$ cat config.mk
export PLATFORM = sky130hd
export DESIGN_NAME = score_tracker
export DESIGN_NICKNAME = d
export VERILOG_FILES = /design/src/rtl/score_tracker.sv
export SDC_FILE = /design/constraint.sdc
export NUM_CORES = 1
export LEC_CHECK = 0
export BUFFER_PORTS_ARGS = -buffer_cell sky130_fd_sc_hd__buf_2
export CAP_MARGIN = 20
export CELL_PAD_IN_SITES_DETAIL_PLACEMENT = 1
export CELL_PAD_IN_SITES_GLOBAL_PLACEMENT = 1
export CORE_MARGIN = 10
export CORE_UTILIZATION = 41
export CTS_CLUSTER_DIAMETER = 150
export DETAILED_ROUTE_END_ITERATION = 8
export PLACE_DENSITY = 0.87
export SYNTH_ARGS = -nofsm -noshare
export SYNTH_HDL_FRONTEND = slang
export SYNTH_SLANG_ARGS = --single-unit
$ cat constraint.sdc
create_clock -name clk -period 5.83 [get_ports clk]
set_clock_uncertainty 0.1 [all_clocks]
set_input_delay 0.2915 -clock clk [delete_from_list [all_inputs] [get_ports clk]]
set_output_delay 0.2915 -clock clk [all_outputs]
set_load 0.05 [all_outputs]
$ cat src/rtl/score_tracker.sv
// Running-best Smith-Waterman score tracker fed by a pipelined max-reduction tree.
// Optional SCORE_POS_EN macro adds the step counter and reports the best score's step index.
module score_tracker #(
  parameter int DATA_WIDTH = 18,
  parameter int CNT_WIDTH  = 16,
  parameter int PIPE_LAT   = 2
) (
  input  logic                  clk,
  input  logic                  rst_n,
  input  logic                  start,
  input  logic                  step_valid,
  input  logic                  last,
  input  logic [DATA_WIDTH-1:0] max_in,
  output logic                  max_init,
  output logic                  busy,
  output logic [DATA_WIDTH-1:0] score,
  output logic [CNT_WIDTH-1:0]  pos,
  output logic                  score_valid,
  input  logic                  score_ready
);

  typedef enum logic [1:0] {
    S_IDLE,
    S_RUN,
    S_DRAIN,
    S_DONE
  } state_e;

  state_e                  state_q, state_d;
  logic [PIPE_LAT-1:0]     tag_vld_q, tag_vld_d;
  logic [DATA_WIDTH-1:0]   best_q, best_d;
  logic [DATA_WIDTH-1:0]   max_clamped;
  logic                    push;
  logic                    fold_hit;

  // Tag valid bits travel alongside the tree's register layers.
  always_comb begin
    tag_vld_d[0] = push;
    for (int i = 1; i < PIPE_LAT; i++) begin
      tag_vld_d[i] = tag_vld_q[i-1];
    end
  end

  // NOTE: every combinational output gets a default first, so no path leaves it unassigned and no latch is inferred.
  always_comb begin
    state_d  = state_q;
    max_init = 1'b0;
    case (state_q)
      S_IDLE: begin
        if (start) begin
          max_init = 1'b1;
          state_d  = S_RUN;
        end
      end
      S_RUN: begin
        if (step_valid && last) state_d = S_DRAIN;
      end
      S_DRAIN: begin
        // Leave once the output stage holds the final tag, so DONE coincides with its fold.
        if (tag_vld_d == '0) state_d = S_DONE;
      end
      S_DONE: begin
        if (score_ready) state_d = S_IDLE;
      end
      default: state_d = S_IDLE;
    endcase
  end

  assign push        = (state_q == S_RUN) && step_valid;
  assign max_clamped = max_in[DATA_WIDTH-1] ? '0 : max_in;
  assign fold_hit    = tag_vld_q[PIPE_LAT-1] && (max_clamped > best_q);

  always_comb begin
    best_d = best_q;
    if (max_init)      best_d = '0;
    else if (fold_hit) best_d = max_clamped;
  end

  // NOTE: sequential state uses non-blocking assignments so all registers update from pre-edge values.
  always_ff @(posedge clk or negedge rst_n) begin
    if (!rst_n) begin
      state_q   <= S_IDLE;
      tag_vld_q <= '0;
      best_q    <= '0;
    end else begin
      state_q   <= state_d;
      tag_vld_q <= tag_vld_d;
      best_q    <= best_d;
    end
  end

  assign busy        = (state_q != S_IDLE);
  assign score_valid = (state_q == S_DONE);
  assign score       = best_q;

`ifdef SCORE_POS_EN
  logic [CNT_WIDTH-1:0] step_cnt_q, step_cnt_d;
  logic [CNT_WIDTH-1:0] pos_q, pos_d;
  logic [CNT_WIDTH-1:0] tag_idx_q [PIPE_LAT];
  logic [CNT_WIDTH-1:0] tag_idx_d [PIPE_LAT];

  always_comb begin
    step_cnt_d = step_cnt_q;
    if (max_init)                        step_cnt_d = '0;
    else if (push && (step_cnt_q != '1)) step_cnt_d = step_cnt_q + CNT_WIDTH'(1);

    tag_idx_d[0] = push ? step_cnt_q : tag_idx_q[0];
    for (int i = 1; i < PIPE_LAT; i++) begin
      tag_idx_d[i] = tag_idx_q[i-1];
    end

    pos_d = pos_q;
    if (max_init)      pos_d = '0;
    else if (fold_hit) pos_d = tag_idx_q[PIPE_LAT-1];
  end

  // NOTE: the index pipeline is reset as well; it is tiny and keeps X out of pos after an aborted run.
  always_ff @(posedge clk or negedge rst_n) begin
    if (!rst_n) begin
      step_cnt_q <= '0;
      pos_q      <= '0;
      for (int i = 0; i < PIPE_LAT; i++) tag_idx_q[i] <= '0;
    end else begin
      step_cnt_q <= step_cnt_d;
      pos_q      <= pos_d;
      for (int i = 0; i < PIPE_LAT; i++) tag_idx_q[i] <= tag_idx_d[i];
    end
  end

  assign pos = pos_q;
`else
  assign pos = '0;
`endif

endmodule

==> impl_results.md, run 1 <==
* CP max FO at 18
* Hold Vio Cnt, Final at 0
* Worst-margin pin slew at 0.9762 ns
* Final Cycle Share at 0.4901
* Number of global-route vias before repair at 1729
* Max VDD drop at 0.2790 mV
* Drt first pass iters at 4
* Compound-Gate Fraction of Synth Area at 0.2158
* Ports at 61
* Cells after DPL at 274
* Post-Synth Adder-Cell Area at 0.1488
* Switching Share at 0.5745
* Drt drc at 0
* Post-synth top cells: ha_1 (22), dfrtp_1 (21), inv_1 (21), nand3_1 (21), buf_4 (18)
* Top-count cell post-synth: ha_1
* Worst Setup Path Type: reg -> out
* Multiplexer area fraction after synthesis at 0.006089
* Clk Latency, worst-skew pair at 0.27 ns
* Xor/xnor share of the synthesized area at 0
* CTS buffer count at 3
* Input/output buffers at 43
* Hold_sp: step_valid
* RePlAce Congestion at 0.8590
* Total congestion overflow at 0
* Clk buf depth at 2
* Initial DRC count at 79
* Max Slew Vio Count at 0
* NetSw at 0.7017 mW
* Maxcap violations at 0
* Sequential power share at 0.206
* Internal power at 0.5196 mW
* Final setup viols at 0
* Mapped Area at 0.001849 sq mm
* Routed Antenna Nets at 0
* Setup Fix Bufs, Post-CTS at 0
* Vias after detailed routing at 1481
* Largest cells by area after synthesis: dfrtp_1 (28%), ha_1 (15%), o32ai_2 (8.8%), buf_4 (7.3%), nand3_1 (5.7%)
* Clock sinks at 21
* Die ar. at 0.007597 sq mm
* Min cycle time layout at 2.857 ns
* CP Launch Point: state_q[0]$_DFFE_PN0P_
* Distinct cells, synth at 38
* Status: finished clean
* Synth warnings at 0
* Final non-filler cell total at 279
* Flop and latch count out of synthesis at 21
* LEAKAGE at 0.9798 nW
* Drt wl/cell at 17.54 um
* Hold-fix buffers at CTS at 1
* Area of the core at 0.004354 sq mm
* Mapped Avg Cell Area at 9.837 sq um
* Largest family of logic cells by synthesized area: compound AO/OA/AOI/OAI gates
* Post-detail-place hpwl at 3769 um
* Mapped Cells at 188
* Critical Path AT at 2.47 ns
* Crit. End Element: output port
* Die X-Extent at 87.16 um
* Critical path required time at 5.44 ns
* Async set-reset flop share out of synthesis at 1.000
* Antenna cells at 0
* Routed vias/inst at 5.308
* Clock power share at 0.083
* Reg clk slew, reported paths at 0.09 ns
* Slew headroom at 0.3492
* Total negative setup slack at 0 ns
* Layout cells sized above 1 at 0.3040
* R2r startpoint: state_q[0]$_DFFE_PN0P_
* Number of flops mapped to enable cells by yosys at 0
* Unrepaired setup endpoints after global routing: false
* Initial antenna violation count at 0
* Die H at 87.16 um
* Dominant synthesized flop cell: dfrtp_1
* CTS tree: yes
* Largest net degree at the start of global routing at 22
* Max Freq at 350.0 MHz
* Post-synthesis simple-gate area fraction at 0.1861
* Post-layout util at 0.4678
* Root Driver: clkbuf_8
* DRT Wirelength at 4894 um
* Area delta synth->final at 10.15%
* GRT Util Overall at 0.1296
* Synth top area share at 0.2842
* Logic pwr share at 0.711
* Min-delay worst type: in -> reg
* First-pass GRT wire length at 8128 um
* Pwr/cell area at 599.5 mW/mm^2
* Initial core utilization at 0.4247
* Total number of H-tree levels at 1
* Gates resized, CTS repair at 0
* Num rows at 24
* Sequential area share after synthesis at 0.2842
* Critical path startpoint category: register
* Nets at 274
* Top cell type by total area after synthesis: dfrtp_1
## final cells by class
class	instances	area (sq um)
Sequential cell	21	525.5
Tap cell	52	65.06
Multi-Input combinational cell	136	1094
Inverter	22	82.58
Clock buffer	4	45.04
Timing Repair Buffer	44	225.2
Fill cell	526	2317
## cell families after synthesis
logic type      after synthesis
flops                        21
mux                           1
buf+inv                      47
fa+ha+maj                    22
compound gates               38
other cells                   1
simple gates                 58
## routing by layer
| layer | vias to the layer above | track usage | part of all wire |
|---|---|---|---|
| met2 | 39 | 0.2492 | 0.55 |
| li1 | 712 | - | - |
| met4 | 0 | 0.02899 | 0.0039 |
| met1 | 728 | 0.1355 | 0.39 |
| met5 | - | 0 | 0 |
| met3 | 2 | 0.03371 | 0.063 |
## worst max-delay path, cell delays in order (launching register included)
cell and delay, ns:
dfrtp_1 0.39, inv_1 0.11, ha_1 0.24, nand2_2 0.30, clkinv_1 0.69, buf_2 0.46
## per-stage QoR
stage          cell area [sq um]  setup slack (ns)  hold WS [ns]  total power, mW
2_1_floorplan               1909             3.309       -0.1041           0.9786
3_5_place_dp                1982             2.807        0.1970            1.126
5_1_grt                     2037             2.835        0.1516            1.309
4_1_cts                     2037             2.930        0.1492            1.238
6_report                    2037             2.973        0.1495            1.221
3_3_place_gp                1982             2.922        0.1787            1.097
## power groups by stage
stage          clock network (mW)  logic [mW]  registers (mW)
2_1_floorplan                   0       0.524           0.455
3_3_place_gp                    0       0.844           0.253
3_5_place_dp                    0       0.870           0.256
4_1_cts                     0.105       0.879           0.254
5_1_grt                     0.110       0.938           0.261
6_report                    0.101       0.868           0.252
## state kept, by name, indices dropped and copies added (netlist names)
| signal | flops |
|---|---|
| tag_vld_q | 2 |
| score | 17 |
| state_q | 2 |
## final timing paths
path | to | slack (ns) | cells after the start
max | max_init | 2.97 | 5
min | tag_vld_q[0]$_DFF_PN0_ | 0.15 | 2
max reg2reg | score[0]$_DFFE_PN0P_ | 3.02 | 6
min reg2reg | tag_vld_q[1]$_DFF_PN0_ | 0.29 | 0
max in group asynchronous | score[7]$_DFFE_PN0P_ | 4.87 | 2
min in group asynchronous | score[2]$_DFFE_PN0P_ | 0.42 | 2
## layout by cell type (no fill, tap or decap), types with 2 or more instances in the layout
master / synthesis / layout
nand2b_1: 3 / 3
inv_1: 21 / 21
o32ai_1: 6 / 6
nand3_1: 21 / 21
conb_1: 1 / 17
a211oi_1: 3 / 3
o32ai_2: 10 / 10
clkbuf_8: 0 / 3
nand4_2: 2 / 2
a21oi_1: 6 / 6
nor2b_1: 13 / 13
o21ai_0: 4 / 4
ha_1: 22 / 22
and2b_2: 3 / 3
a21o_1: 2 / 2
buf_2: 0 / 43
dfrtp_1: 21 / 21
nor2_1: 2 / 2
nor4_1: 2 / 2
nand2_1: 6 / 6
No activity file was read; power rests on OpenSTA's default activity.
==> run 2, diff against run 1 <==
Settings changed: ABC_AREA from default to 1, CORE_UTILIZATION 41 to 33, PLACE_DENSITY 0.87 to 0.78.
Clock period 5.83 ns to 2.5 ns, I/O delays scaled along.
==> run 2 against run 1 <==
The run now ends with hold timing left. Register-to-register slack lost 2.6 ns. Worst setup slack got worse by 2.6 ns. Synthesized cell count is 30% higher. Combinational power rose by 120%. Cell area up 3.9%. Sequential power grew to 2.6 times the previous value. Critical path depth rose by 6. Core utilization decreased by 8.3 points. Largest cell class unchanged.
==> impl_results.md, run 2 <==
* Mapped Avg Cell Area at 7.692 sq um (-22%)
* Reg2reg end: score[16]$_DFFE_PN0P_
* Area delta synth->final at 12.80%
* Largest net degree at the start of global routing at 36 (+64%)
* Layout cells sized above 1 at 0.2877 (-0.01625)
* Post-Synth Adder-Cell Area at 0.1467 (-0.002183)
* Critical path startpoint category: register
* Met1 GRT Util at 0.1206 (-0.01493)
* DRT Wirelength at 4840 um (-1.1%)
* Hold-fix buffers at CTS at 1 (unchanged)
* Largest cells by area after synthesis: dfrtp_1 (28%), ha_1 (15%), inv_1 (10%), buf_4 (8.0%), nand2_1 (6.8%)
* Commonest non-fill, non-tap cell in the layout: inv_1
* RePlAce Congestion at 0.7230 (-16%)
* Hold_sp: step_valid
* Worst path slowest cell: dfrtp_1
* Min-delay worst type: in -> reg
* Crit. End Element: register
* GR Layer Usage met3 at 0.04713 (+0.01342)
* Area of the core at 0.005507 sq mm (+26%)
* Critical Path AT at 2.14 ns (-0.33 ns)
* Max VDD drop at 0.5221 mV (+87%)
* Die H at 95.42 um (+9.5%)
* Dominant synthesized flop cell: dfrtp_1
* WHS Endpoint: tag_vld_q[0]$_DFF_PN0_
* Top-count cell post-synth: inv_1
* Total negative setup slack at 0 ns (unchanged)
* Post-synthesis simple-gate area fraction at 0.3267 (+0.1406)
* Max reg flops at 17 (unchanged)
* Final setup viols at 0 (unchanged)
* Compound-Gate Fraction of Synth Area at 0.03867 (-0.1772)
* First-pass GRT wire length at 8197 um (+0.85%)
* Reg clk slew, reported paths at 0.08 ns (about the same)
* Die X-Extent at 95.42 um (+9.5%)
* Hold slack at -0.002869 ns (-0.1524 ns)
* Status: complete, but fails checks
* Mapped Area at 0.001877 sq mm (+1.5%)
* Routed vias/inst at 4.513 (-15%)
* Maxcap violations at 0 (unchanged)
* Xor/xnor share of the synthesized area at 0 (unchanged)
* CP Cell Sequence: inv_1, ha_1, nand2_1, nor2_1, nand3_1, nor2_2, nor2_2, nand2_4, nand2_4, nand3_1, nand2_1
* Num rows at 27 (+13%)
* Worst Setup Path Type: reg -> reg
* LEAKAGE at 1.245 nW (+27%)
* Max Freq at 480.3 MHz
* Pwr/cell area at 1301 mW/mm^2 (+120%)
* Antenna cells at 0 (unchanged)
* Number of global-route vias before repair at 1794 (+3.8%)
* Sequential area share after synthesis at 0.2800 (-0.004168)
* Setup Fix Bufs, Post-CTS at 0 (unchanged)
* Drt drc at 0 (unchanged)
* FF-to-FF path depth at 11 (+5)
* Total number of H-tree levels at 1 (unchanged)
* GRT Util Overall at 0.1087 (-0.02086)
* Min cycle time layout at 2.082 ns
* Max Slew Vio Count at 0 (unchanged)
* Distinct cells, synth at 24 (-37%)
* Clock sinks at 21 (unchanged)
* CP max FO at 18 (unchanged)
* Largest family of logic cells by synthesized area: simple AND/OR/NAND/NOR gates
* Drt wl/cell at 13.56 um (-23%)
* Unrepaired setup endpoints after global routing: false
* Post-synth top cells: inv_1 (51), nand2_1 (34), ha_1 (22)
* Flop and latch count out of synthesis at 21 (unchanged)
* Initial DRC count at 29 (-63%)
* Input/output buffers at 43 (unchanged)
* Clk buf depth at 2 (unchanged)
* Critical path required time at 2.55 ns (-2.89 ns)
* Synth warnings at 0 (unchanged)
* Violations in the final reports: hold timing
* CTS tree: yes
* Setup slack, reg-to-reg at 0.42 ns (-2.60 ns)
* R2r startpoint: score[5]$_DFFE_PN0P_
* Post-detail-place hpwl at 3881 um (+3.0%)
* Vias after detailed routing at 1611 (+8.8%)
* Ports at 61 (unchanged)
* Met2 usage at 0.1932 (-0.05599)
* Final Cycle Share at 0.8328
* Nets at 332 (+21%)
* GR peak layer: met2
* Initial antenna violation count at 0 (unchanged)
* Die ar. at 0.009104 sq mm (+20%)
* Number of flops mapped to enable cells by yosys at 0 (unchanged)
* Initial core utilization at 0.3408 (-0.08388)
* Async set-reset flop share out of synthesis at 1.000 (unchanged)
* Hold path depth at 3 (+1)
* Most frequent cells in the layout: inv_1 (51), buf_2 (43), nand2_1 (34), ha_1 (22), dfrtp_1 (21)
* Gates resized, CTS repair at 0 (unchanged)
* Total congestion overflow at 0 (unchanged)
* Root Driver: clkbuf_8
* Clk Latency, worst-skew pair at 0.26 ns (about the same)
* Mapped Cells at 244 (+30%)
* Crit-path max cell delay at 0.39 ns (-0.30 ns)
* CTS buffer count at 3 (unchanged)
* Hold Vio Cnt, Final at 1 (+1)
* Drt first pass iters at 4 (unchanged)
* Multiplexer area fraction after synthesis at 0 (-0.006089)
* Synth top area share at 0.2800 (-0.004168)
* Top cell type by total area after synthesis: dfrtp_1
* Routed Antenna Nets at 0 (unchanged)
## run 2: cell types whose count changed after synthesis, sizes merged, moves of 2 or more
cell | previous run | this run
nor4 | 2 | 0
o21ai | 5 | 1
nand2b | 3 | 0
nand2 | 7 | 51
nor2b | 13 | 0
nor2 | 2 | 26
inv | 21 | 51
o32ai | 16 | 0
nand3 | 22 | 18
nand4 | 2 | 17
and2b | 3 | 0
a211oi | 3 | 0
## run 2: critical path: cells and delay by family, from the launching register on
family | cells | cell delay (ns)
AND/OR/NAND/NOR | 9 | 1.11
flip-flops | 1 | 0.39
adder cells (fa/ha/maj) | 1 | 0.29
buffers and inverters | 1 | 0.06
## run 2: power breakdown
part | internal (mW) | switching [mW]
combinational | 0.499 | 1.38
clock | 0.114 | 0.115
sequential | 0.502 | 0.144
total | 1.11 | 1.64
## run 2: worst max path at each step
stage | slack (ns) | end | from
after floorplan | 0.40 | score[10]$_DFFE_PN0P_ | score[9]$_DFFE_PN0P_
after global placement | 0.36 | score[14]$_DFFE_PN0P_ | max_in[17]
after detailed placement | 0.25 | score[14]$_DFFE_PN0P_ | max_in[17]
after CTS | 0.38 | score[15]$_DFFE_PN0P_ | score[5]$_DFFE_PN0P_
after global routing | 0.22 | score[0]$_DFFE_PN0P_ | score[5]$_DFFE_PN0P_
final | 0.42 | score[16]$_DFFE_PN0P_ | score[5]$_DFFE_PN0P_
## run 2: final cells by class
cell class,instances,area (sq um)
Clock buffer,4,45.04
Sequential cell,21,525.5
Multi-Input combinational cell,163,1025
Timing Repair Buffer,46,240.2
Fill cell,736,3390
Tap cell,72,90.09
Inverter,51,191.4
## run 2: cell families (layout without fill, tap and decap cells)
kind of cell               after synthesis  count (layout)
and+or+nand+nor                        113             113
buffers and inverters                   76             101
adders and majority gates               22              22
DFF                                     21              21
AOI/OAI and AO/OA                       11              11
other                                    1              17
## run 2: metrics by stage
step                power, mW  instance area, sq um  instances  setup WS (ns)    util
detailed placement      2.558                  2062        352         0.2513  0.3745
global placement        2.487                  2062        352         0.3600  0.3745
CTS                     2.802                  2117        357         0.3783  0.3845
finish                  2.755                  2117        357         0.4179  0.3845
floorplan               2.176                  1937        260         0.3983       -
global route            3.021                  2117        357         0.2179  0.3845
## run 2: layer usage
metal | vias up | wire length, um
li1 | 807 | -
met1 | 755 | 1983
met2 | 43 | 2375
met3 | 6 | 435
met4 | 0 | 46
met5 | - | 0
==> run 3, diff against run 2 <==
Clock period 2.5 ns to 1.7 ns, I/O delays scaled along.
==> run 3 against run 2 <==
The run ends with setup timing left. Final cell count increased by 12%. Register-to-register slack got worse by 0.67 ns. Via count is 18% higher. Die area did not move. Critical path type unchanged. Highest routed layer unchanged.
==> impl_results.md, run 3 (synthesis gave the netlist of run 2 again) <==
* Status: complete, but fails checks
* Violations in the final reports: setup timing
* Die X-Extent at 95.42 um (unchanged)
* Total negative setup slack at -3.363 ns (-3.363 ns)
* Initial DRC count at 48 (+66%)
* Min-delay worst type: in -> reg
* GRT Util Overall at 0.1330 (+0.02427)
* Layout cells sized above 1 at 0.5745 (+0.2867)
* Met2 wire length at 3934 um (+66%)
* CTS tree: yes
* Hold Vio Cnt, Final at 0 (-1)
* Initial antenna violation count at 0 (unchanged)
* Num rows at 27 (unchanged)
* Largest net degree at the start of global routing at 22 (-39%)
* Cells after DPL at 383 (+8.8%)
* Crit. End Element: register
* Total congestion overflow at 0 (unchanged)
* Worst Setup Path Type: reg -> reg
* Hold slack at 0.06466 ns (+0.06752 ns)
* Fin area at 0.002869 sq mm (+36%)
* LEAKAGE at 1.511 nW (+21%)
* Pwr/cell area at 1999 mW/mm^2 (+54%)
* Critical path startpoint category: register
* Input/output buffers at 43 (unchanged)
* Drt first pass iters at 4 (unchanged)
* Uppermost routed layer: met4
* Max VDD drop at 0.8899 mV (+70%)
* Max Slew Vio Count at 0 (unchanged)
* Reg clk slew, reported paths at 0.09 ns (about the same)
* Clock sinks at 21 (unchanged)
* RePlAce Congestion at 0.8484 (+17%)
* Max Freq at 513.1 MHz (+6.8%)
* Final Cycle Share at 1.146 (+0.3136)
* Vias after detailed routing at 1906 (+18%)
* M1 wire length at 2489 um (+26%)
* Area after DPL at 0.002377 sq mm (+15%)
* Area of the core at 0.005507 sq mm (unchanged)
* Most frequent cells in the layout: buf_2 (42), buf_4 (36), inv_1 (35), nand2_2 (24), nand2_1 (20)
* Maxcap violations at 0 (unchanged)
* Root Driver: clkbuf_8
* Drt wl/cell at 17.59 um (+30%)
* Routed Antenna Nets at 0 (unchanged)
* Critical path required time at 1.77 ns (-0.78 ns)
* Power Total at 5.735 mW (+110%)
* Clk buf depth at 2 (unchanged)
* Worst-margin pin slew at 0.5289 ns
* Drt drc at 0 (unchanged)
* Unrepaired setup endpoints after global routing: true
* DRT Wirelength at 7052 um (+46%)
* CTS buffer count at 3 (unchanged)
* Min cycle time layout at 1.949 ns (-0.1332 ns)
* CP max FO at 6 (-12)
* First-pass GRT wire length at 9811 um (+20%)
* Post-layout util at 0.5210 (+0.1366)
* Ports at 61 (unchanged)
* Metal3 WL at 436 um (+0.23%)
* Final non-filler cell total at 401 (+12%)
* Nets at 376 (+13%)
* Number of global-route vias before repair at 2067 (+15%)
* Initial core utilization at 0.3408 (unchanged)
* Die ar. at 0.009104 sq mm (unchanged)
* Setup slack, reg-to-reg at -0.25 ns (-0.67 ns)
* Critical Path AT at 2.02 ns (-0.12 ns)
* Post-detail-place hpwl at 4206 um (+8.4%)
* Routed vias/inst at 4.753 (+5.3%)
* Commonest non-fill, non-tap cell in the layout: buf_2
* Antenna cells at 0 (unchanged)
* Area delta synth->final at 52.87%
* Max reg flops at 17 (unchanged)
* Clk Latency, worst-skew pair at 0.27 ns (about the same)
* Final setup viols at 17 (+17)
* Die H at 95.42 um (unchanged)
* Final worst slack at -0.2489 ns (-0.6668 ns)
* Total number of H-tree levels at 1 (unchanged)
* Pre-CTS setup slack at -0.3323 ns (-0.5836 ns)
* Slew headroom at 0.6474
-- run 3: changes by cell type in the layout (fill, tap and decap cells not counted), sizes merged --
cell / previous run / this run
clkbuf: 4 / 5
nand2: 51 / 52
bufbuf: 0 / 1
dlygate4sd3: 1 / 2
buf: 45 / 85
-- run 3: worst paths after layout --
path / start / endpoint / cells past startpoint
max: score[9]$_DFFE_PN0P_ / score[7]$_DFFE_PN0P_ / 11
min: max_in[0] / score[0]$_DFFE_PN0P_ / 5
max reg2reg: score[9]$_DFFE_PN0P_ / score[7]$_DFFE_PN0P_ / 11
min reg2reg: tag_vld_q[0]$_DFF_PN0_ / tag_vld_q[1]$_DFF_PN0_ / 0
max in group asynchronous: rst_n / score[3]$_DFFE_PN0P_ / 2
min in group asynchronous: rst_n / score[13]$_DFFE_PN0P_ / 2
-- run 3: power by group --
| group | leakage [nW] | switching, mW | total (mW) | internal, mW |
|---|---|---|---|---|
| clock | 0.0228 | 0.191 | 0.359 | 0.168 |
| sequential | 0.257 | 0.185 | 0.956 | 0.771 |
| combinational | 1.23 | 2.78 | 4.42 | 1.64 |
-- run 3: layer usage --
metal  vias to the layer above  track usage
met3                        14      0.02907
met4                         0      0.04177
met1                       932       0.1378
met2                        64       0.2580
met5                         -            0
li1                        896            -
-- run 3: timing repair --
item                       CTS  global route
setup endpoints to repair   18            19
resized for setup           22            37
gates cloned                 2             1
buffers inserted             4             5
hold buffers                 2             0
hold endpoints to repair    22             0
pin swaps                   24            32
-- run 3: worst max-delay path, cell delays in order (launching register included) --
cell       delay [ns]
dfrtp_2          0.39
inv_2            0.05
ha_4             0.27
nand2_4          0.06
nor2_4           0.17
nand2_2          0.10
nor2_4           0.12
a21boi_4         0.08
buf_6            0.15
clkbuf_16        0.16
nand4_1          0.11
nand2_2          0.07
-- run 3: layout make-up --
class                           instances  area, sq um
Clock buffer                            4        45.04
Timing Repair Buffer                   89        654.4
Sequential cell                        21        545.5
Fill cell                             678         2638
Inverter                               51        191.4
Tap cell                               72        90.09
Multi-Input combinational cell        164         1343
